## src/rtl/bist_pkg.sv

```systemverilog
// ---------------------------------------------------------------------------
// bist_pkg
// Shared definitions for the BIST session controller: default signature
// width, default fault-free signature and the session FSM state encoding.
// ---------------------------------------------------------------------------
package bist_pkg;

  localparam int          SIG_W  = 17;
  localparam logic [16:0] GOLDEN = 17'h17431;

  typedef enum logic [2:0] {
    ST_IDLE    = 3'd0,
    ST_INIT    = 3'd1,
    ST_RUN     = 3'd2,
    ST_CAPTURE = 3'd3,
    ST_DONE    = 3'd4
  } bist_state_e;

endpackage

```

## src/rtl/bist_cycle_cnt.sv

```systemverilog
// ---------------------------------------------------------------------------
// bist_cycle_cnt
// Pattern-cycle counter for the BIST session. Clears synchronously,
// increments while enabled and saturates at the terminal value, so it can
// never wrap.
// Ports:
//   clk    - clock, rising edge
//   rst_n  - asynchronous active-low reset (count -> 0)
//   i_clr  - synchronous clear (priority over enable)
//   i_en   - count enable
//   o_tc   - high while the count equals the terminal value
// ---------------------------------------------------------------------------
module bist_cycle_cnt #(
  parameter int CNT_W = 10,
  parameter int TERM  = 1021
) (
  input  logic clk,
  input  logic rst_n,
  input  logic i_clr,
  input  logic i_en,
  output logic o_tc
);

  localparam logic [CNT_W-1:0] TC_VAL = CNT_W'(TERM);

  logic [CNT_W-1:0] r_cnt;

  // Counter register: clear, saturating increment, otherwise hold.
  always_ff @(posedge clk or negedge rst_n) begin
    if (!rst_n) begin
      r_cnt <= '0;
    end else if (i_clr) begin
      r_cnt <= '0;
    end else if (i_en && (r_cnt != TC_VAL)) begin
      r_cnt <= r_cnt + CNT_W'(1);
    end else begin
      r_cnt <= r_cnt;
    end
  end

  assign o_tc = (r_cnt == TC_VAL);

endmodule

```

## src/rtl/bist_session_ctrl.sv

```systemverilog
// ---------------------------------------------------------------------------
// bist_session_ctrl
// Sequences one BIST session: holds the BIST datapath in reset, runs a fixed
// number of pattern cycles, captures the MISR signature and compares it with
// the fault-free value. Dropping test mode mid-session aborts it.
// Ports:
//   clk      - clock, rising edge
//   rst      - asynchronous active-low reset
//   start    - session request (acted on only when idle or done)
//   tm       - test-mode enable; 0 forces functional mode / aborts a session
//   sig_in   - MISR signature from the BIST block
//   bist_rst - active-high reset to the BIST LFSR/MISR
//   tm_out   - test mode to the BIST block, tm delayed by one cycle
//   busy     - session in progress
//   done     - result valid (held)
//   pass     - captured signature matched GOLDEN (valid with done)
//   abort    - last session terminated early (held)
//   sig_cap  - signature latched at end of session
// All outputs are registered.
// ---------------------------------------------------------------------------
module bist_session_ctrl
  import bist_pkg::*;
#(
  parameter int               SIG_W   = bist_pkg::SIG_W,
  parameter int               PAT_CNT = 1022,
  parameter logic [SIG_W-1:0] GOLDEN  = SIG_W'(bist_pkg::GOLDEN),
  parameter int               RST_CYC = 2
) (
  input  logic             clk,
  input  logic             rst,
  input  logic             start,
  input  logic             tm,
  input  logic [SIG_W-1:0] sig_in,
  output logic             bist_rst,
  output logic             tm_out,
  output logic             busy,
  output logic             done,
  output logic             pass,
  output logic             abort,
  output logic [SIG_W-1:0] sig_cap
);

  localparam int CNT_W = (PAT_CNT > 1) ? $clog2(PAT_CNT) : 1;
  localparam int RC_W  = (RST_CYC > 1) ? $clog2(RST_CYC) : 1;
  localparam logic [RC_W-1:0] RC_LAST = RC_W'(RST_CYC - 1);

  bist_state_e      r_state;
  bist_state_e      w_state_nxt;
  logic [RC_W-1:0]  r_rst_cnt;
  logic [RC_W-1:0]  w_rst_cnt_nxt;

  logic             r_bist_rst;
  logic             r_tm_out;
  logic             r_busy;
  logic             r_done;
  logic             r_pass;
  logic             r_abort;
  logic [SIG_W-1:0] r_sig_cap;

  logic             w_bist_rst_nxt;
  logic             w_busy_nxt;
  logic             w_done_nxt;
  logic             w_pass_nxt;
  logic             w_abort_nxt;
  logic [SIG_W-1:0] w_sig_cap_nxt;

  logic             w_cnt_clr;
  logic             w_cnt_en;
  logic             w_cnt_tc;

  bist_cycle_cnt #(
    .CNT_W (CNT_W),
    .TERM  (PAT_CNT - 1)
  ) u_cycle_cnt (
    .clk   (clk),
    .rst_n (rst),
    .i_clr (w_cnt_clr),
    .i_en  (w_cnt_en),
    .o_tc  (w_cnt_tc)
  );

  // State and output registers; reset holds the BIST datapath in reset.
  always_ff @(posedge clk or negedge rst) begin
    if (!rst) begin
      r_state    <= ST_IDLE;
      r_rst_cnt  <= '0;
      r_bist_rst <= 1'b1;
      r_tm_out   <= 1'b0;
      r_busy     <= 1'b0;
      r_done     <= 1'b0;
      r_pass     <= 1'b0;
      r_abort    <= 1'b0;
      r_sig_cap  <= '0;
    end else begin
      r_state    <= w_state_nxt;
      r_rst_cnt  <= w_rst_cnt_nxt;
      r_bist_rst <= w_bist_rst_nxt;
      r_tm_out   <= tm;
      r_busy     <= w_busy_nxt;
      r_done     <= w_done_nxt;
      r_pass     <= w_pass_nxt;
      r_abort    <= w_abort_nxt;
      r_sig_cap  <= w_sig_cap_nxt;
    end
  end

  // Next-state and next-output logic. Loss of test mode while busy wins
  // over every other transition, including the capture.
  always_comb begin
    w_state_nxt   = r_state;
    w_rst_cnt_nxt = r_rst_cnt;
    w_done_nxt    = r_done;
    w_pass_nxt    = r_pass;
    w_abort_nxt   = r_abort;
    w_sig_cap_nxt = r_sig_cap;
    w_cnt_clr     = 1'b0;
    w_cnt_en      = 1'b0;

    case (r_state)
      ST_IDLE, ST_DONE: begin
        if (start && tm) begin
          w_state_nxt   = ST_INIT;
          w_rst_cnt_nxt = '0;
          w_done_nxt    = 1'b0;
          w_pass_nxt    = 1'b0;
          w_abort_nxt   = 1'b0;
        end else begin
          w_state_nxt = r_state;
        end
      end
      ST_INIT: begin
        w_cnt_clr = 1'b1;
        if (!tm) begin
          w_state_nxt = ST_IDLE;
          w_abort_nxt = 1'b1;
          w_done_nxt  = 1'b0;
          w_pass_nxt  = 1'b0;
        end else if (r_rst_cnt == RC_LAST) begin
          w_state_nxt = ST_RUN;
        end else begin
          w_rst_cnt_nxt = r_rst_cnt + RC_W'(1);
        end
      end
      ST_RUN: begin
        if (!tm) begin
          w_state_nxt = ST_IDLE;
          w_abort_nxt = 1'b1;
          w_done_nxt  = 1'b0;
          w_pass_nxt  = 1'b0;
        end else if (w_cnt_tc) begin
          w_state_nxt = ST_CAPTURE;
        end else begin
          w_cnt_en = 1'b1;
        end
      end
      ST_CAPTURE: begin
        if (!tm) begin
          w_state_nxt = ST_IDLE;
          w_abort_nxt = 1'b1;
          w_done_nxt  = 1'b0;
          w_pass_nxt  = 1'b0;
        end else begin
          w_state_nxt   = ST_DONE;
          w_sig_cap_nxt = sig_in;
          w_pass_nxt    = (sig_in == GOLDEN);
          w_done_nxt    = 1'b1;
        end
      end
      default: begin
        w_state_nxt = ST_IDLE;
      end
    endcase

    // Outputs follow the state being entered so they line up with it.
    w_busy_nxt     = (w_state_nxt == ST_INIT) || (w_state_nxt == ST_RUN) ||
                     (w_state_nxt == ST_CAPTURE);
    w_bist_rst_nxt = (w_state_nxt == ST_INIT);
  end

  assign bist_rst = r_bist_rst;
  assign tm_out   = r_tm_out;
  assign busy     = r_busy;
  assign done     = r_done;
  assign pass     = r_pass;
  assign abort    = r_abort;
  assign sig_cap  = r_sig_cap;

endmodule

```

## config.mk

```make
export PLATFORM = sky130hd
export DESIGN_NAME = bist_session_ctrl
export DESIGN_NICKNAME = d
export VERILOG_FILES = /design/src/rtl/bist_pkg.sv /design/src/rtl/bist_cycle_cnt.sv /design/src/rtl/bist_session_ctrl.sv
export SDC_FILE = /design/constraint.sdc
export NUM_CORES = 1
export LEC_CHECK = 0
export BUFFER_PORTS_ARGS = -buffer_cell sky130_fd_sc_hd__buf_2
export CORE_AREA = 2 2 61 77
export CTS_CLUSTER_DIAMETER = 100
export DETAILED_ROUTE_END_ITERATION = 12
export DIE_AREA = 0 0 63 79
export HOLD_SLACK_MARGIN = 0.06
export MAX_ROUTING_LAYER = met4
export SETUP_SLACK_MARGIN = 0.02
export SLEW_MARGIN = 20
export SYNTH_ARGS = -nofsm -noshare
export SYNTH_HDL_FRONTEND = slang
export SYNTH_SLANG_ARGS = --single-unit
```

## constraint.sdc

```tcl
create_clock -name clk -period 1.8 [get_ports clk]
set_input_delay 0.18 -clock clk [delete_from_list [all_inputs] [get_ports clk]]
set_output_delay 0.18 -clock clk [all_outputs]
set_load 0.05 [all_outputs]
```

# [After elaboration in Yosys (flattened, before gate mapping)]
# Index checks and enable logic that the tools add are counted.
[totals] output_inout_bits=23 ff_bits=37
[op_classes] n_reduce_logical=16 n_addsub=2 n_eq_ne=14 muxes=24
[ops] cell="$mux W10" count=2
[ops] cell="$mux W3" count=6
[ops] cell="$eq A17 B17 Y1 const B" count=1
[ops] cell="$eq A3 B2 Y1 const B" count=4
[ops] cell="$pmux W3 S4" count=1
[ops] cell="$mux W1" count=11
[ops] cell="$add A10 B1 Y10 const B" count=1
[ops] cell="$eq A10 B10 Y1 const B" count=1
[ops] cell="$ne A10 B10 Y1 const B" count=1
[ops] cell="$reduce_and A3 Y1" count=3
[ops] cell="$ne A2 B2 Y1 const B" count=4
[ops] cell="$eq A3 B1 Y1 const B" count=2
[ops] cell="$pmux W1 S3" count=2
[ops] cell="$reduce_bool A2 Y1" count=3
[ops] cell="$pmux W1 S2" count=2
[ops] cell="$reduce_or A2 Y1" count=2
[ops] cell="$eq A3 B3 Y1 const B" count=1
[ops] cell="$logic_not A3 Y1" count=1
[ops] cell="$reduce_bool A3 Y1" count=1
[ops] cell="$reduce_or A3 Y1" count=1
[ops] cell="$logic_and A1 B1 Y1" count=2
[ops] cell="$logic_or A1 B1 Y1" count=2
[ops] cell="$reduce_and A2 Y1" count=1
[ops] cell="$add A1 B1 Y1 const B" count=1

# [Logic depth before layout (Yosys ltp)]
[depth] word_depth=7 depth_mapped=7 mapped_depth_nobuf=6

# [Modules after synthesis]
# From an unflattened synthesis, not the netlist that was laid out.
[hier_totals] hier_cells=160 area_unflattened_um2=1794.2
[by_module_without_submodules] mod="bist_session_ctrl" area_each_um2=1137.3 cells_per_inst=93 instances=1 seq_area_each_um2=676.9
[by_module_without_submodules] mod="bist_cycle_cnt" area_each_um2=656.9 cells_per_inst=67 instances=1 seq_area_each_um2=250.2

# [Worst setup path before layout]
# Ideal clock, no wire load.
[synth_path] path_kind="reg-to-reg" start="register r_state[0]" end="register u_cycle_cnt.r_cnt[7]" t_arrival_ps=1515 setup_ps=77 synth_period_minus_slack_ps=1592 stages_incl_launch_ff=6 slack_ps=208 cell_sequence="dfrtp_1 buf_6 and4bb_4 o31ai_2 or4_1 a21oi_1"
[synth_via] elab_chain_cells=4
[synth_lines] item="start, declared" line_no="bist_session_ctrl.sv:47" text="bist_state_e r_state;"
[synth_lines] item="start signal, assigned" line_no="bist_session_ctrl.sv:95" text="r_state <= w_state_nxt;"
[synth_lines] item="$eq A3 B2 Y1" line_no="bist_session_ctrl.sv:119" text="case (r_state)"
[synth_lines] item="$mux W1" line_no="bist_session_ctrl.sv:119"
[synth_lines] item="$logic_and A1 B1 Y1" line_no="bist_cycle_cnt.sv:34" text="end else if (i_en && (r_cnt != TC_VAL)) begin"
[synth_lines] item="$reduce_bool A2 Y1 (no line)"
[synth_lines] item="end signal, assigned" line_no="bist_cycle_cnt.sv:35" text="r_cnt <= r_cnt + CNT_W'(1);"
[synth_lines] item="end signal, assigned" line_no="bist_cycle_cnt.sv:37" text="r_cnt <= r_cnt;"
[synth_lines] item="end, declared" line_no="bist_cycle_cnt.sv:26" text="logic [CNT_W-1:0] r_cnt;"
# Parallel ways exist; a longest one is shown, timed or not.
# A chain may end at the register's enable or synchronous reset.

# [Worst setup path in the final report]
# Ends and elaborated chain as after synthesis.

==> run metrics <==
outcome=completed; die area=0.004977 mm²; Clock Latency Late Sink=roughly 280 ps; grt ovf=0; GRT Total Usage=0.1578; crit-path cells=and4bb_4 -> o31ai_2 -> buf_6 -> or4_1 -> a21oi_1; critical path's top delay family=simple AND/OR/NAND/NOR gates; Max Used Layer=met4; fillers=between 400 and 500; Worst-path clk slew=approximately 70 ps; most common cell after layout, fill and taps aside=buf_2; Ant. Diodes=0; Post-DP HPWL=around 2600 µm; period utilization=0.9268; Startpoint Class=flop; initial DRC count=21; Max rail drop VDD=777.4 µV; Multi-input gate area=691.9 µm²; Syn Area/Cell=11.68 µm²; CTS root buf=clkbuf_8; R2R Setup Slk=about 130 ps; clock network fraction of design power=0.250; met3 WL post-DR=~180 µm; GPL Wtd Cong=0.7441; Slew HR=0.4639; first-pass GRT wire length=approximately 6200 µm; final core occ=0.4931; Worst Path Buf+Inv=1; initial core utilization=0.3920; Crit-path slowest cell=or4_1; IO Port Bufs=between 40 and 50; CTS buffer count=5; cell internal pwr=between 1 and 1.5 mW; CTS H-tree lvls=2; total iterations of the first detailed-routing run=4; Final Hold Vio Count=0; Final Skew=approximately 1.5 ps; Rows=27; final setup fails=0; register share of total power=0.441; synth warn=0; max incr delay on CP=just under 500 ps; met2 WL=roughly 1800 µm; RSZ-0062 raised after global routing=no; flops & latches, synth=37; vias in the first global route=1453; post-route ant nets=0; most frequent cells in the layout=buf_2, dfrtp_1, mux2_2, a21oi_1; initial antenna violation count=0; static leakage=about 1.1 nW; Tightest Pin Transition=804.1 ps; WHS=98.05 ps; syn_nets=167; HP Start=tm; total power=approximately 2.3 mW; core area=0.004290 mm²; Max Fclk=between 0.5 and 0.6 GHz; Sw Ratio=0.3635; Post-Syn Instances=roughly 140; boundary pin count=44; Area Overhead vs Synth=25.82%; Remaining DRCs=0; synthesized area=~0.0017 mm²; Psw=roughly 0.82 mW; vias post-DR=approximately 1300; Crit. End Element=flop; crit path time final=1668 ps; Die Y=just under 80 µm; pwr/cell area=between 1000 and 1500 mW/mm²; Die W=63 µm; register area=roughly 900 µm²; CP Max Fanout=15; sequential cell area fraction in the yosys report=0.5513; Worst EP required=approximately 2000 ps; Final nets=224; CTS tree=yes; max-slew violation count=0; # Max-Cap Violations=0; TNS Setup=0 ps; # clock sinks=37; average wire per standard cell=around 14 µm; crit path DAT=1880 ps; routed wire length=~3500 µm; combinational power share=0.308; hold crit path type=primary input to flop; crit path launch=r_state[0]; share of cells above drive strength 1=0.4179; Via-to-Cell Ratio=~5.2; Worst R2R Start=r_state[0]; largest net degree at the start of global routing=38; CP Class=flop to flop; Clock Tree Buf Depth=2; post-synth cell types=38; wire length on met1=approximately 1500 µm
-- state kept, by name, indices dropped and copies added, names as in the netlist --
signal and cells:
busy 1, r_rst_cnt 1, sig_cap 17, r_state 3, bist_rst 1, pass 1, done 1, u_cycle_cnt.r_cnt 10
tm_out 1, abort 1
-- power groups by stage --
stage,clock (mW),combinational [mW],sequential [mW]
3_3_place_gp,0,0.690,1.01
2_1_floorplan,0,0.154,1.36
4_1_cts,0.588,0.704,1.00
5_1_grt,0.616,0.738,1.01
3_5_place_dp,0,0.701,1.01
6_report,0.567,0.699,1.00
-- repair_timing --
item	in CTS	in global routing
hold endpoints to repair	36	0
endpoints found under the setup margin	0	3
hold buffers	1	0
setup buffers	0	2
gates resized for setup	0	1
-- logic make-up (layout without fill, tap and decap cells) --
logic type / count (synthesis) / in the layout / share of synthesized area
adder cells (fa/ha/maj): 3 / 3 / 0.02083
multiplexers: 18 / 18 / 0.1198
flip-flops: 37 / 37 / 0.5513
AO/OA/AOI/OAI: 29 / 29 / 0.1116
buffers and inverters: 13 / 70 / 0.03720
AND/OR/NAND/NOR: 44 / 44 / 0.1592
-- cell type report --
cell class / instances / area share
inverters: 9 / 0.01597
repair buffers: 54 / 0.1437
multi-input cells: 94 / 0.3270
flip-flops and latches: 37 / 0.4382
clock buffers: 7 / 0.04080
well taps: 58 / 0.03430
-- synth_stat cells --
cell	instances	area, µm²
or4b_2	1	10.01
a32o_1	1	10.01
o21ai_0	4	20.02
nor3b_1	1	7.510
a31o_2	1	8.760
nor4b_1	1	8.760
mux2i_1	1	10.01
or4_1	3	22.52
buf_4	1	7.510
maj3_1	1	10.01
dfstp_2	1	26.28
buf_6	1	11.26
ha_1	2	25.02
nand4_2	1	12.51
nand2b_1	1	6.260
nand4b_1	1	8.760
nor2b_1	1	6.260
nor3_2	1	10.01
a211o_1	1	8.760
or2_1	1	6.260
buf_2	2	10.01
nand4_1	5	31.28
mux2_2	17	191.4
dfrtp_1	36	900.9
or3_1	4	25.02
nor3_1	2	10.01
nor2_1	5	18.77
or2_2	1	6.260
a21oi_1	13	65.06
a21o_1	3	22.52
o31ai_2	1	12.51
o31ai_1	3	22.52
nand2_1	7	26.28
and4bb_4	1	16.27
inv_1	9	33.78
a2bb2oi_1	1	8.760
o31a_1	1	8.760
nand3_1	7	35.03
-- metrics by stage --
stage                     area [µm²]  setup slack (ps)  std cells
after floorplan                 1682             208.0        144
after global placement          2001             138.8        249
after detailed placement        2001             95.92        249
after CTS                       2097             75.43        257
after global routing            2116             46.63        259
final                           2116             131.8        259
-- routing by layer --
metal | up-vias | global-route usage
met5 | - | -
met4 | 0 | 0.05333
met3 | 8 | 0.02975
met2 | 41 | 0.2872
met1 | 658 | 0.1726
li1 | 641 | -
-- worst register-to-register path: stages (launching register included) --
cell      delay [ps]
dfrtp_1          380
and4bb_4         350
o31ai_2           70
buf_6            150
or4_1            500
a21oi_1          150
-- worst paths after layout --
check	cells past startpoint	endpoint
setup / recovery	5	u_cycle_cnt.r_cnt[7]
hold / removal	1	tm_out
setup reg to reg	5	u_cycle_cnt.r_cnt[7]
hold reg to reg	1	done
max in group asynchronous	2	abort
min in group asynchronous	2	u_cycle_cnt.r_cnt[4]
Note: power is estimated with default switching activity, not from simulation.
